$ cat config.mk
export PLATFORM = sky130hd
export DESIGN_NAME = bf_ram_arbiter
export DESIGN_NICKNAME = d
export VERILOG_FILES = /design/src/rtl/bf_ram_arbiter.sv
export SDC_FILE = /design/constraint.sdc
export NUM_CORES = 1
export LEC_CHECK = 0
export CAP_MARGIN = 30
export CORE_AREA = 3 3 69 71
export DETAILED_ROUTE_END_ITERATION = 8
export DIE_AREA = 0 0 72 74
export PLACE_DENSITY = 0.75
export SLEW_MARGIN = 20
export SYNTH_ARGS = -nofsm -noshare
export SYNTH_HDL_FRONTEND = slang
export SYNTH_SLANG_ARGS = --single-unit
$ cat constraint.sdc
create_clock -name clk -period 1.6 [get_ports clk]
set_input_delay 0.16 -clock clk [delete_from_list [all_inputs] [get_ports clk]]
set_output_delay 0.16 -clock clk [all_outputs]
set_load 0.02 [all_outputs]
$ cat src/rtl/bf_ram_arbiter.sv
// Two-requester arbiter (core, host) for one shared registered array RAM.
// Optional BF_ARB_ROUND_ROBIN_EN: round-robin grant instead of core priority.
module bf_ram_arbiter #(
  parameter int ADDR_W = 9,
  parameter int DATA_W = 8
) (
  input  logic              clk,
  input  logic              reset,
  input  logic              core_req,
  input  logic              core_we,
  input  logic [ADDR_W-1:0] core_addr,
  input  logic [DATA_W-1:0] core_wdata,
  output logic [DATA_W-1:0] core_rdata,
  output logic              core_ack,
  input  logic              host_req,
  input  logic              host_we,
  input  logic [ADDR_W-1:0] host_addr,
  input  logic [DATA_W-1:0] host_wdata,
  output logic [DATA_W-1:0] host_rdata,
  output logic              host_ack,
  output logic [ADDR_W-1:0] ram_addr,
  output logic [DATA_W-1:0] ram_wdata,
  output logic              ram_we,
  input  logic [DATA_W-1:0] ram_rdata,
  output logic              owner
);

  typedef enum logic [1:0] {
    IDLE,
    ACCESS,
    RESP
  } state_t;

  state_t state;
  logic   win;

`ifdef BF_ARB_ROUND_ROBIN_EN
  logic rr_ptr;

  // rr_ptr names the requester favoured on the next tie
  always_comb begin
    win = host_req;
    if (core_req && host_req) win = rr_ptr;
  end
`else
  always_comb begin
    win = !core_req;
  end
`endif

  always_ff @(posedge clk or posedge reset) begin
    if (reset) begin
      state      <= IDLE;
      ram_we     <= 1'b0;
      ram_addr   <= '0;
      ram_wdata  <= '0;
      core_ack   <= 1'b0;
      host_ack   <= 1'b0;
      core_rdata <= '0;
      host_rdata <= '0;
      owner      <= 1'b0;
`ifdef BF_ARB_ROUND_ROBIN_EN
      rr_ptr     <= 1'b0;
`endif
    end else begin
      core_ack <= 1'b0;
      host_ack <= 1'b0;
      case (state)
        IDLE: begin
          if (core_req || host_req) begin
            owner     <= win;
            ram_addr  <= win ? host_addr : core_addr;
            ram_wdata <= win ? host_wdata : core_wdata;
            ram_we    <= win ? host_we : core_we;
`ifdef BF_ARB_ROUND_ROBIN_EN
            rr_ptr    <= !win;
`endif
            state     <= ACCESS;
          end
        end
        ACCESS: begin
          ram_we <= 1'b0;
          state  <= RESP;
        end
        RESP: begin
          if (owner) begin
            host_rdata <= ram_rdata;
            host_ack   <= 1'b1;
          end else begin
            core_rdata <= ram_rdata;
            core_ack   <= 1'b1;
          end
          state <= IDLE;
        end
        default: begin
          ram_we <= 1'b0;
          state  <= IDLE;
        end
      endcase
    end
  end

endmodule
==> results_dict.tcl <==
set metrics [dict create \
    synth_area_per_cell_um2 15.64 \
    synth_edf_count 0 \
    pin_count 85 \
    syn_nets 156 \
    placed_cells 246 \
    htreeDepth 2 \
    clk_latency_ps 290 \
    synthAdderAreaFrac 0 \
    pwr-share-comb 0.521 \
    finalPower_w 0.005318 \
    rsz0062_at_grt "false" \
    outcome "completed" \
    pwr-share-seq 0.332 \
    synth_area_leaders "dfrtp_1 (58%), mux2_2 (28%), mux2_4 (7.1%)" \
    drive_gt1_frac 0.3234 \
    r2r-end "ram_addr[3]" \
    dp_hpwl_um 3086 \
    post-cts-setup-buffers 0 \
    crit_path_end_kind "primary output" \
    crit_family "buffers and inverters" \
    muxShareOfSynthArea 0.3511 \
    grt_pass1_wl_um 6582 \
    synth_simple_gate_area_frac 0.02444 \
    holdBufCountCts 0 \
    syn_area_um2 1689 \
    ir_drop_v 0.001216 \
    critPathMaxStageDelay_ps 640 \
    cts_made_buffers 5 \
    ys_types 14 \
    period_minus_slack_ps 1490 \
    tightest_slew_ps 485.6 \
    cts_resized 0 \
    nets 249 \
    reg2reg_depth 4 \
    fin_util 0.6358 \
    synth_top_area_cell "dfrtp_1" \
    async_flop_share 1.000 \
    cts_root_buffer "clkbuf_8" \
    crit_fanout 4 \
    clock_power_share 0.147 \
    synth_compound_area_frac 0.01852 \
    start_util 0.3934 \
    switching_share 0.3375 \
    syn_to_final_growth_pct 61.63 \
    startpoint_type "flop" \
    arrival_ps 1330 \
    port_buffers 84 \
    layout.cells.non_filler 253 \
    p_per_area_nw_per_um2 1948 \
    r2r-start "state[1]" \
    ant_nets 0 \
    fp.dieArea_um2 5328 \
    core_region_area_um2 4294 \
    cp_num_buf_inv 1 \
    synth_ff_type "dfrtp_1" \
    hold_viol 0 \
    cts_tree "built" \
    fmax_mhz 671.3 \
    vias 1200 \
    clkSinkCount 39 \
    finClkSkew_ps 6.769 \
    vias_per_cell 4.743 \
    grt_overflow 0 \
    clk_path_buf_depth 2 \
    ys_ff_latch 39 \
    cpMaxStageDelayCell "clkdlybuf4s50_1" \
    synth_xor_area_frac 0 \
    final_area_um2 2730 \
    routed_wl_um 3961 \
    p_int_w 0.003523 \
    ys_seq_area_frac 0.5778 \
    wire_per_inst_um 15.66 \
    die_w_um 72 \
    drtPass1Iterations 2 \
    finalSetupViolations 0 \
    drc 0 \
    yosysMostFrequentCell "mux2_2" \
    drv_slew 0 \
    detail_route.iter0.violations 30 \
    r2r_slack_ps 160 \
    fin_crit_sh 0.9310 \
    grt_max_degree 40 \
    dpl-instance-area_um2 2624 \
    crit_chain "clkdlybuf4s50_1" \
    synth_commonest_cells "mux2_2 (42), dfrtp_1 (39), mux2_4 (8)" \
    critPathRequiredTime_ps 1440 \
    grt_pass1_vias 1367 \
    routabilityCongestion 0.8008 \
    die_h_um 74 \
    synth_top_family_by_area "multiplexers" \
    switchingPower_w 0.001795 \
    cap_viol_max_count 0 \
    antenna_found_initial 0 \
    antennaDiodeCount 0 \
    placementRows 24 \
    slew_headroom 0.6763 \
    fillerInstances 332 \
    postSynthCellCount 108 \
    hold_class "in2async" \
    yosys_warnings 0 \
    synth_top_area_share 0.5778 \
    crit_type "reg2out" \
    p_leak_nw 1.148 \
    grt_usage 0.1622 \
    clk_pin_slew_ps 80 \
]
[cell families (layout without fill, tap and decap cells)]
group,after synthesis,after routing
multiplexers,50,50
flip-flops,39,39
buffers and inverters,8,101
AND/OR/NAND/NOR,6,6
AO/OA/AOI/OAI,5,5
[through the flow]
| stage | setup WS [ps] | setup TNS, ps | hold slack, ps |
|---|---|---|---|
| 2_1_floorplan | 222.0 | 0 | 310.6 |
| 5_1_grt | 84.62 | 0 | 348.5 |
| 3_5_place_dp | -50.14 | -323.4 | 492.6 |
| 4_1_cts | 100.1 | 0 | 305.8 |
| 6_report | 110.3 | 0 | 285.9 |
| 3_3_place_gp | 7.964 | 0 | 489.9 |
[how the worst max path moves through the flow]
stage                              end  slack (ps)     start  cells past startpoint
final                            owner         110     owner                      1
after global routing       ram_addr[3]          80  state[1]                      4
after CTS                        owner         100     owner                      1
after detailed placement  ram_wdata[6]         -50  core_req                      4
after global placement     ram_addr[0]           8  core_req                      4
after floorplan            ram_addr[8]         220  state[1]                      5
[state kept, by name (all words and copies together), names as in the netlist]
name	count
ram_wdata	8
core_rdata	8
state	2
ram_addr	9
host_ack	1
host_rdata	8
core_ack	1
owner	1
ram_we	1
[cells in the final DEF (no fill, tap or decap), types with 2 or more instances in the layout]
cell / n
inv_1: 3
clkdlybuf4s50_1: 84
buf_4: 6
a21oi_1: 3
nor2b_1: 2
clkbuf_8: 5
mux2_4: 8
nor3b_1: 2
mux2_2: 42
dfrtp_1: 39
[final cells by class]
cell class	count	area, um2	share of cell area
clock inverter	2	37.54	0.01375
timing repair buffer	91	905.9	0.3318
sequential	39	975.9	0.3575
tap	52	65.06	0.02383
clock buffer	5	68.82	0.02521
multi-input combinational	61	665.6	0.2438
inverter	3	11.26	0.004125
[power groups by stage]
stage	logic [W]	registers, W	clock network [W]
6_report	0.00277	0.00176	0.000782
5_1_grt	0.00293	0.00183	0.000857
4_1_cts	0.00282	0.00177	0.000807
3_5_place_dp	0.00280	0.00178	0
3_3_place_gp	0.00277	0.00175	0
2_1_floorplan	0.000942	0.00234	0
[metal layers]
metal / up-vias / part of all wire / GRT usage
li1: 568 / - / -
met4: 0 / 0.026 / 0.07098
met2: 62 / 0.49 / 0.2980
met1: 560 / 0.38 / 0.1693
met5: - / 0 / 0
met3: 10 / 0.097 / 0.05405
(Power assumes the default switching activity.)
